`src/rtl/dino_game_pkg.sv`:
```
// -----------------------------------------------------------------------------
// dino_game_pkg
//  Shared types and geometry for the VGA dino game. The renderer uses the same
//  geometry constants, so they are kept here and nowhere else.
//  Contents:
//   - game_state_e : top-level game state (IDLE / RUN / OVER)
//   - jump_state_e : dino jump phase (GROUNDED / RISE / FALL)
//   - sprite geometry, jump trajectory, cactus scroll and score constants
// -----------------------------------------------------------------------------
package dino_game_pkg;

   // Screen geometry shared with the renderer
   localparam int unsigned GROUND_Y      = 335;
   localparam int unsigned DINO_H        = 60;
   localparam int unsigned CACTI_START_X = 550;

   // Jump trajectory
   localparam int unsigned JUMP_HEIGHT   = 100;
   localparam int unsigned JUMP_STEP     = 4;
   localparam int unsigned REST_Y        = GROUND_Y - DINO_H;      // 275
   localparam int unsigned APEX_Y        = REST_Y - JUMP_HEIGHT;   // 175

   // Cactus scroll
   localparam int unsigned CACTI_WRAP_X  = 10;
   localparam logic [3:0]  SPEED_INIT    = 4'd1;
   localparam int unsigned SPEED_MAX     = 8;

   // Score
   localparam int unsigned SCORE_DIV     = 6;
   localparam int unsigned SCORE_MAX     = 9999;
   localparam int unsigned SPEEDUP_EVERY = 100;
   localparam int unsigned FRAME_CNT_W   = $clog2(SCORE_DIV);

   typedef enum logic [1:0] {
      ST_IDLE = 2'd0,
      ST_RUN  = 2'd1,
      ST_OVER = 2'd2
   } game_state_e;

   typedef enum logic [1:0] {
      JMP_GROUNDED = 2'd0,
      JMP_RISE     = 2'd1,
      JMP_FALL     = 2'd2
   } jump_state_e;

endpackage

```
`src/rtl/dino_jump_fsm.sv`:
```
// -----------------------------------------------------------------------------
// dino_jump_fsm
//  Dino jump trajectory: GROUNDED -> RISE -> FALL -> GROUNDED, moving the dino
//  JUMP_STEP rows per advancing frame and clamping at the apex and rest rows.
//  Ports:
//   clk, reset  clock; asynchronous active-high reset
//   tick        frame pulse
//   enable      trajectory may advance on this tick (game running, no collision)
//   jump_req    a jump press was latched since the last tick
//   clear       synchronous return to rest (game going back to IDLE)
//   dino_y      dino sprite top row
// -----------------------------------------------------------------------------
module dino_jump_fsm
   import dino_game_pkg::*;
(
   input  logic        clk,
   input  logic        reset,
   input  logic        tick,
   input  logic        enable,
   input  logic        jump_req,
   input  logic        clear,
   output logic [31:0] dino_y
);

   jump_state_e jstate_q, jstate_d;
   logic [31:0] dino_y_q, dino_y_d;
   logic [31:0] rise_y, fall_y;

   // NOTE: every variable written here gets a default first, so no path can
   // leave it unassigned and infer a latch.
   always_comb begin
      rise_y   = (dino_y_q <= APEX_Y + JUMP_STEP) ? 32'(APEX_Y) : dino_y_q - JUMP_STEP;
      fall_y   = (dino_y_q + JUMP_STEP >= REST_Y) ? 32'(REST_Y) : dino_y_q + JUMP_STEP;
      jstate_d = jstate_q;
      dino_y_d = dino_y_q;
      if (clear) begin
         jstate_d = JMP_GROUNDED;
         dino_y_d = 32'(REST_Y);
      end else if (tick && enable) begin
         unique case (jstate_q)
            JMP_GROUNDED: begin
               if (jump_req) begin
                  // The launch tick already moves the dino up one step.
                  dino_y_d = rise_y;
                  jstate_d = (rise_y <= APEX_Y) ? JMP_FALL : JMP_RISE;
               end
            end
            JMP_RISE: begin
               dino_y_d = rise_y;
               if (rise_y <= APEX_Y) jstate_d = JMP_FALL;
            end
            JMP_FALL: begin
               dino_y_d = fall_y;
               if (fall_y >= REST_Y) jstate_d = JMP_GROUNDED;
            end
            default: jstate_d = JMP_GROUNDED;
         endcase
      end
   end

   // NOTE: state registers use non-blocking assignments so all flops sample
   // the pre-edge values, independent of process ordering.
   always_ff @(posedge clk or posedge reset) begin
      if (reset) begin
         jstate_q <= JMP_GROUNDED;
         dino_y_q <= 32'(REST_Y);
      end else begin
         jstate_q <= jstate_d;
         dino_y_q <= dino_y_d;
      end
   end

   assign dino_y = dino_y_q;

endmodule

```
`src/rtl/dino_game_sequencer.sv`:
```
// -----------------------------------------------------------------------------
// dino_game_sequencer
//  Game-level controller for the VGA dino game: IDLE/RUN/OVER state machine,
//  button synchronizer and press detector, cactus scroll, score, and the jump
//  trajectory sub-module. All game state advances on frame_tick while running.
//  Configuration macro: SCORE_SPEEDUP_EN -- when defined, cactus speed rises by
//  one (up to 8) whenever the score increments onto a multiple of 100; when
//  undefined, speed is a constant 1.
//  Ports:
//   clk, reset  clock; asynchronous active-high reset
//   frame_tick  one-clk pulse per frame
//   btn_up      raw asynchronous jump/start button
//   collision   sprite overlap level from the renderer
//   game_on     registered: state is RUN
//   game_over   registered: state is OVER
//   dino_y      dino top row
//   cacti_x     cactus left column
//   score       frames-survived score (binary, saturating)
//   speed       cactus pixels per frame
// -----------------------------------------------------------------------------
module dino_game_sequencer
   import dino_game_pkg::*;
(
   input  logic        clk,
   input  logic        reset,
   input  logic        frame_tick,
   input  logic        btn_up,
   input  logic        collision,
   output logic        game_on,
   output logic        game_over,
   output logic [31:0] dino_y,
   output logic [31:0] cacti_x,
   output logic [13:0] score,
   output logic [3:0]  speed
);

   localparam logic [FRAME_CNT_W-1:0] FRAME_LAST = FRAME_CNT_W'(SCORE_DIV - 1);

   game_state_e state_q, state_d;
   logic btn_sync1_q, btn_sync1_d, btn_sync2_q, btn_sync2_d;
   logic btn_prev_q, btn_prev_d, press_q, press_d;
   logic game_on_q, game_on_d, game_over_q, game_over_d;
   logic jump_latch_q, jump_latch_d;
   logic [31:0] cacti_x_q, cacti_x_d;
   logic [FRAME_CNT_W-1:0] frame_cnt_q, frame_cnt_d;
   logic [13:0] score_q, score_d;
   logic run_live, run_step, jump_press, start_run, back_to_idle, score_inc;

   // Two-flop synchronizer on the async button, then a registered rising-edge
   // detect: press_q is a one-clk pulse three clocks after btn_up rises.
   always_comb begin
      btn_sync1_d = btn_up;
      btn_sync2_d = btn_sync1_q;
      btn_prev_d  = btn_sync2_q;
      press_d     = btn_sync2_q && !btn_prev_q;
   end

   // Top FSM: next state
   always_comb begin
      state_d = state_q;
      unique case (state_q)
         ST_IDLE: if (press_q)   state_d = ST_RUN;
         ST_RUN:  if (collision) state_d = ST_OVER;
         ST_OVER: if (press_q)   state_d = ST_IDLE;
         default: state_d = ST_IDLE;
      endcase
   end

   // Top FSM: outputs and control strobes. A collision blocks every update in
   // the same clk, including a coincident tick or press.
   always_comb begin
      game_on_d    = (state_q == ST_RUN);
      game_over_d  = (state_q == ST_OVER);
      run_live     = (state_q == ST_RUN) && !collision;
      run_step     = run_live && frame_tick;
      jump_press   = run_live && press_q;
      start_run    = (state_q == ST_IDLE) && press_q;
      back_to_idle = (state_q == ST_OVER) && press_q;
      score_inc    = run_step && (frame_cnt_q == FRAME_LAST) && (score_q != 14'(SCORE_MAX));
   end

   // Cactus, score and jump-request latch
   always_comb begin
      cacti_x_d    = cacti_x_q;
      frame_cnt_d  = frame_cnt_q;
      score_d      = score_q;
      // The latch only covers the interval between two ticks.
      jump_latch_d = (frame_tick || back_to_idle) ? 1'b0 : (jump_latch_q || jump_press);

      if (back_to_idle) begin
         cacti_x_d   = 32'(CACTI_START_X);
         frame_cnt_d = '0;
      end else if (start_run) begin
         frame_cnt_d = '0;
         score_d     = '0;
      end else if (run_step) begin
         // Wrap test happens before the subtract, so cacti_x never underflows.
         if (cacti_x_q < CACTI_WRAP_X + 32'(speed)) cacti_x_d = 32'(CACTI_START_X);
         else                                       cacti_x_d = cacti_x_q - 32'(speed);
         frame_cnt_d = (frame_cnt_q == FRAME_LAST) ? '0 : frame_cnt_q + 1'b1;
         if (score_inc) score_d = score_q + 14'd1;
      end
   end

   always_ff @(posedge clk or posedge reset) begin
      if (reset) begin
         state_q      <= ST_IDLE;
         btn_sync1_q  <= 1'b0;
         btn_sync2_q  <= 1'b0;
         btn_prev_q   <= 1'b0;
         press_q      <= 1'b0;
         game_on_q    <= 1'b0;
         game_over_q  <= 1'b0;
         jump_latch_q <= 1'b0;
         cacti_x_q    <= 32'(CACTI_START_X);
         frame_cnt_q  <= '0;
         score_q      <= '0;
      end else begin
         state_q      <= state_d;
         btn_sync1_q  <= btn_sync1_d;
         btn_sync2_q  <= btn_sync2_d;
         btn_prev_q   <= btn_prev_d;
         press_q      <= press_d;
         game_on_q    <= game_on_d;
         game_over_q  <= game_over_d;
         jump_latch_q <= jump_latch_d;
         cacti_x_q    <= cacti_x_d;
         frame_cnt_q  <= frame_cnt_d;
         score_q      <= score_d;
      end
   end

`ifdef SCORE_SPEEDUP_EN
   logic [3:0] speed_q, speed_d;
   logic [13:0] score_next;

   // Speed changes land with the score update, so the new speed is first used
   // for the cactus on the following tick.
   always_comb begin
      score_next = score_q + 14'd1;
      speed_d    = speed_q;
      if (back_to_idle || start_run) begin
         speed_d = SPEED_INIT;
      end else if (score_inc && (score_next % 14'(SPEEDUP_EVERY) == 14'd0) &&
                   (speed_q != 4'(SPEED_MAX))) begin
         speed_d = speed_q + 4'd1;
      end
   end

   always_ff @(posedge clk or posedge reset) begin
      if (reset) speed_q <= SPEED_INIT;
      else       speed_q <= speed_d;
   end

   assign speed = speed_q;
`else
   assign speed = SPEED_INIT;
`endif

   dino_jump_fsm u_jump (
      .clk      (clk),
      .reset    (reset),
      .tick     (frame_tick),
      .enable   (run_live),
      .jump_req (jump_latch_q),
      .clear    (back_to_idle),
      .dino_y   (dino_y)
   );

   assign game_on   = game_on_q;
   assign game_over = game_over_q;
   assign cacti_x   = cacti_x_q;
   assign score     = score_q;

endmodule
```
`config.mk`:
```
export PLATFORM = sky130hd
export DESIGN_NAME = dino_game_sequencer
export DESIGN_NICKNAME = d
export VERILOG_FILES = /design/src/rtl/dino_game_pkg.sv /design/src/rtl/dino_jump_fsm.sv /design/src/rtl/dino_game_sequencer.sv
export SDC_FILE = /design/constraint.sdc
export NUM_CORES = 1
export LEC_CHECK = 0
export BUFFER_PORTS_ARGS = -buffer_cell sky130_fd_sc_hd__buf_2
export CAP_MARGIN = 40
export CORE_ASPECT_RATIO = 0.5
export CORE_MARGIN = 2
export CORE_UTILIZATION = 35
export DETAILED_ROUTE_END_ITERATION = 10
export PLACE_DENSITY_LB_ADDON = 0.08
export SLEW_MARGIN = 20
export SYNTH_ARGS = -nofsm -noshare
export SYNTH_HDL_FRONTEND = slang
export SYNTH_SLANG_ARGS = --single-unit
```
`constraint.sdc`:
```
create_clock -name clk -period 3 [get_ports clk]
set_input_delay 0.3 -clock clk [delete_from_list [all_inputs] [get_ports clk]]
set_output_delay 0.3 -clock clk [all_outputs]
set_load 0.02 [all_outputs]
```
# Yosys cells after proc, flatten, opt, wreduce, memory -nomap -nowiden
# Index checks and enable logic that the tools add are counted.
# word_totals
n_memories,0
ram_bits,0
output_inout_bits,84
mem_bits_ro,0
latch_bits,0
regBits,92
# classes
n_bitwise,1
n_shift,0
n_eq_ne,13
n_lt_le_gt_ge,5
n_div,0
addsub,5
muxes,29
reduce_logical,24
n_mul,0
# op_table
cell,n
2-to-1 mux 32 bit,9
case mux 32 bit (3 select lines),1
>= comparator 32 x 9 -> 1 bit (second input constant),2
<= comparator 32 x 8 -> 1 bit (second input constant),2
2-to-1 mux 14 bit,3
adder 32 x 3 -> 32 bit (second input constant),1
less-than comparator 32 x 4 -> 1 bit (second input constant),1
subtractor 32 x 1 -> 32 bit (second input constant),1
subtractor 32 x 3 -> 32 bit (second input constant),1
2-to-1 mux 2 bit,9
adder 14 x 1 -> 14 bit (second input constant),1
inequality test 14 bit (second input constant),1
2-to-1 mux 3 bit,4
case mux 2 bit (3 select lines),2
AND reduction 3 bit,3
logical AND 1 bit,8
inequality test 2 bit (second input constant),3
inequality test 3 x 2 -> 1 bit (second input constant),2
nonzero test 2 bit,3
equality test 2 x 1 -> 1 bit (second input constant),2
equality test 2 bit (second input constant),2
zero test 2 bit,2
AND reduction 4 bit,1
nonzero test 4 bit,1
10 further kinds,12

# Longest topological paths before layout
# depth
depth_word,8
mapped_depth,13
ltp_nobuf,10

# Hierarchy
# A second synthesis with hierarchy kept.
# hier_totals
hier_cells,728
area_unflattened_um2,6216.0
# modules_own_cells
module,area_each_um2,n_inst,cells_per_inst
dino_jump_fsm,3173.0,1,413
dino_game_sequencer,3042.9,1,315

# Worst setup path after synthesis
# OpenSTA, ideal clock, no wires.
# synth_path
path_kind,reg-to-reg
startpoint,"register u_jump.dino_y_q[2], in the netlist u_jump.dino_y[2]"
endpoint,register u_jump.jstate_q[0]
setup_ps,122
path_stages_with_launch,13
required_ps,2878
slack_ps,22
t_arrival_ps,2856
path_buffers,2
cell_sequence,dfrtp_1 clkbuf_1 inv_1 ha_1 clkbuf_1 or3b_2 nor4_1 a32oi_1 a211oi_2 nand4_1 o21bai_2 o21ai_1 a32o_1
# synth_between
elab_chain_len,8
word_cells_on_any_way,16
classes_between,add/sub (2); order compare (4); eq/ne (2); mux (7); reduce/logical (1)
# synth_lines
element,line,source
start: declaration,dino_jump_fsm.sv:26,"logic [31:0] dino_y_q, dino_y_d;"
start signal: assignment,dino_jump_fsm.sv:66,dino_y_q <= 32'(REST_Y);
start signal: assignment,dino_jump_fsm.sv:69,dino_y_q <= dino_y_d;
branches (longest 8 deep; another with adder 32 x 3 -> 32 bit),n/a,
end signal: assignment,dino_jump_fsm.sv:68,jstate_q <= jstate_d;
end: declaration,dino_jump_fsm.sv:25,"jump_state_e jstate_q, jstate_d;"
# Several ways; the timed one is not identified. The select of a mux whose other input is x is not followed.
# A chain may end at the register's enable or synchronous reset.

# Final worst setup path
# layout_path
startpoint,"register u_jump.dino_y_q[4], in the netlist u_jump.dino_y[4]"
endpoint,"register u_jump.dino_y_q[6], in the netlist u_jump.dino_y[6]"
# layout_between
elab_chain_len,6
word_cells_on_any_way,10
classes_between,add/sub (2); order compare (2); mux (6)
# layout_lines
element,line,source
"adder 32 x 3 -> 32 bit, or another cell as far along",dino_jump_fsm.sv:33,fall_y = (dino_y_q + JUMP_STEP >= REST_Y) ? 32'(REST_Y) : dino_y_q + JUMP_STEP;
>= comparator 32 x 9 -> 1 bit or 2-to-1 mux 32 bit (tied branches),"dino_jump_fsm.sv:33, dino_jump_fsm.sv:32",
2-to-1 mux 32 bit (on tied branches),"dino_jump_fsm.sv:33, dino_jump_fsm.sv:42",
case mux 32 bit (3 select lines) *,dino_jump_fsm.sv:40,unique case (jstate_q)
2-to-1 mux 32 bit *,dino_jump_fsm.sv:39,end else if (tick && enable) begin
2-to-1 mux 32 bit *,dino_jump_fsm.sv:36,if (clear) begin
# Every way passes the cells marked *; elsewhere a longest branch is shown, timed or not. The select of a mux whose other input is x is not followed.

==> results.py <==
metrics = {
    "logic_synthesis": {
        "synth-xor-area-share_pct": 6.04,
        "ys.flop_type": "dfrtp_1",
        "netlist_instances": 718,
        "avgSynthCellArea_um2": 8.69,
        "synth-simple-area-share_pct": 29.5,
        "synthAdderAreaFrac_pct": 2.01,
        "synth_mux_area_share_pct": 1.36,
        "syn_area_mm2": 0.00624,
        "synth-compound-area-share_pct": 18.2,
        "synth-seq-cells": 92,
        "async_reset_ff_share_pct": 100,
        "synth_area_leaders": "dfrtp_1, nor2_1, nand2_1",
        "synth.largest_area_cell": "dfrtp_1",
        "yosysTopAreaCellShare_pct": 33.7,
        "yosysSeqAreaShare_pct": 37.1,
        "synth_cell_types": 87,
        "synth_top_family_by_area": "simple AND/OR/NAND/NOR gates",
        "yosysWarnings": 0,
        "synth_edf_count": 0,
    },
    "final_layout": {
        "diodes": 0,
        "area_growth_pct": 19.5,
        "drive_above_1_share_pct": 25.9,
        "stdcell_count": 1061,
        "final_cell_mix": "buf_2, dfrtp_1, nor2_1",
        "final_nets": 837,
        "fin_area_mm2": 0.00745,
        "layout_commonest_cell": "buf_2",
    },
    "setup_path": {
        "critical_path_class": "register to register",
        "worstSetupEndpoint": "u_jump.dino_y[6]$_DFFE_PP0P_",
        "endpoint_kind": "register",
        "r2r_cells": 9,
        "r2r_slack_ns": 0.13,
        "path_max_fanout": 7,
        "cp.required_ns": 3.28,
        "r2r_end": "u_jump.dino_y[6]$_DFFE_PP0P_",
        "r2r-start": "u_jump.dino_y[4]$_DFFE_PP1P_",
        "crit_arrival_ns": 3.15,
        "cp-startpoint": "u_jump.dino_y[4]$_DFFE_PP1P_",
        "start_kind": "register",
    },
    "timing": {
        "drv_slew": 0,
        "max_freq_mhz": 348,
        "hold_viol_final": 0,
        "finClkSkew_ns": 0.0130,
        "setup_viol": 0,
        "slew_headroom_pct": 51.4,
        "period_minus_slack_ns": 2.87,
        "rsz0062_at_grt": "false",
        "finalCritPeriodShare_pct": 95.8,
        "layout_setup_ws_ns": 0.126,
        "worst_pin_slew_ns": 0.729,
        "fin_tns_setup_ns": 0,
    },
    "drt": {
        "first_iter_violations": 342,
        "vias_per_cell": 5.49,
        "ant_nets": 0,
        "drt-wirelength-per-cell_um": 17.6,
        "drtPass1Iterations": 5,
        "vias": 5823,
        "drc_errors": 0,
        "drt-total-wl_mm": 18.7,
    },
    "global_routing": {
        "groute.layer.met1.usage_pct": 30.3,
        "grt_pass1_wl_mm": 30.5,
        "grt_start_max_net_pins": 55,
        "grt_overflow": 0,
        "use_met3_pct": 4.46,
        "grt_use_met2_pct": 30.6,
        "track_usage_pct": 20.4,
        "grt_busiest_layer": "met2",
        "grt_pass1_vias": 5550,
        "antenna_found_initial": 0,
    },
    "floorplanning": {
        "row_count": 34,
        "die_area_mm2": 0.0190,
        "fp.coreArea_mm2": 0.0174,
        "dieHeight_um": 98.4,
        "start_util_pct": 35.8,
        "io_pins": 89,
        "die_x_um": 193,
    },
    "cts": {
        "htreeDepth": 3,
        "post_cts.repair.setup_buffers": 0,
        "clockRootBuffer": "clkbuf_16",
        "cts.sinks": 92,
        "cts_tree": "yes",
        "clk_pin_slew_worst_paths_ns": 0.07,
        "clock_latency_ns": 0.35,
        "cts_buffer_depth": 2,
        "cts_buffers": 9,
    },
    "placed_design": {
        "placed_cells": 1045,
        "place_area_mm2": 0.00713,
        "place_ws_ns": 0.127,
        "gp_congestion": 0.844,
        "portBuffers": 84,
        "dp_hpwl_mm": 13.8,
    },
    "run_status": {
        "status": "finished clean",
    },
    "hold_path": {
        "min_path_type": "primary input to register",
    },
    "flow_run": {
        "maxCapViolations": 0,
    },
    "power": {
        "power.total_mw": 4.61,
        "p_leak_nw": 3.31,
        "peakVddDrop_mv": 0.296,
        "powerDensity_mw_per_mm2": 618,
    },
}
[final cells by class]
class	count	area, µm²
clock inverters	4	33.8
clock buffers	12	256
flip-flops and latches	92	2320
fillers	1776	9950
well taps	234	293
inverters	22	85.1
repair buffers	141	861
multi-input cells	556	3610
[repair_timing]
item / in CTS / in global routing
hold buffers: 0 / 0
setup endpoints to repair: 0 / 21
endpoints found under the hold margin: 0 / 0
gates resized for setup: 0 / 8
[sequential cells by signal, summed over array words and instances (netlist names)]
signal,count
btn_prev_d,1
btn_prev_q,1
btn_sync1_q,1
cacti_x,32
frame_cnt_q,3
game_on,1
game_over,1
jump_latch_q,1
press_q,1
score,14
state_q,2
u_jump.dino_y,32
u_jump.jstate_q,2
[critical path, cell delays in order (launching register included)]
cell      delay [ns]
dfstp_2         0.61
buf_4           0.20
and4_1          0.35
nand3_1         0.13
or3_1           0.34
a211oi_1        0.29
nand4b_1        0.20
nor4_4          0.38
a41oi_1         0.16
a21oi_1         0.16
[routing by layer]
metal | vias up | part of all wire [%]
li1 | 2834 | -
met1 | 2842 | 50
met2 | 136 | 44
met3 | 11 | 4.8
met4 | 0 | 0.75
met5 | - | 0
[kinds of logic (layout without fill, tap and decap cells)]
kind of cell	count (synthesis)	after routing
AO/OA/AOI/OAI	168	168
XOR/XNOR	43	43
adder cells (fa/ha/maj)	10	10
buffers and inverters	72	179
flip-flops	92	92
multiplexers	8	8
other	2	4
AND/OR/NAND/NOR	323	323
[worst min path at each step]
| stage | to | start | depth (start not counted) | slack, ns |
|---|---|---|---|---|
| final | btn_sync1_q$_DFF_PP0_ | btn_up | 1 | 0.07 |
| after global routing | btn_sync1_q$_DFF_PP0_ | btn_up | 1 | 0.05 |
| after CTS | btn_sync1_q$_DFF_PP0_ | btn_up | 1 | 0.05 |
| after detailed placement | btn_prev_d$_DFF_PP0_ | btn_sync1_q$_DFF_PP0_ | 0 | 0.34 |
| after global placement | btn_prev_d$_DFF_PP0_ | btn_sync1_q$_DFF_PP0_ | 0 | 0.33 |
| after floorplan | btn_prev_d$_DFF_PP0_ | btn_sync1_q$_DFF_PP0_ | 0 | 0.33 |
[power by group]
group / internal (mW) / total, mW / switching [mW]
Combinational: 0.710 / 1.84 / 1.13
Sequential: 1.43 / 1.64 / 0.214
Clock: 0.613 / 1.13 / 0.517
[per-stage QoR]
stage,utilization [%],hold WS (ns)
floorplan,-,0.331
global placement,41.0,0.332
detailed placement,41.0,0.342
CTS,42.6,0.0514
global route,42.8,0.0514
finish,42.8,0.0669
[synth_stat cells, types with 5 or more instances]
cell type / count
buf_2: 13
or4_4: 5
nor2b_1: 7
o21ai_0: 48
ha_1: 10
clkbuf_1: 23
dfstp_2: 8
nand4b_1: 6
o2111ai_1: 5
nor3b_1: 5
inv_1: 21
nor2_1: 78
or4_1: 5
nand3_1: 9
nor3_1: 34
and4_1: 5
or3_1: 11
o41ai_1: 7
a31oi_1: 7
a22o_1: 7
and3_1: 5
nor4_2: 8
a21oi_1: 30
buf_4: 10
nor4_1: 17
nand2_1: 75
o21ai_1: 6
xnor2_1: 23
nand4_1: 14
xor2_1: 20
o31ai_1: 10
nand2b_1: 6
dfrtp_1: 84
Power figures use the tool's default switching activity.
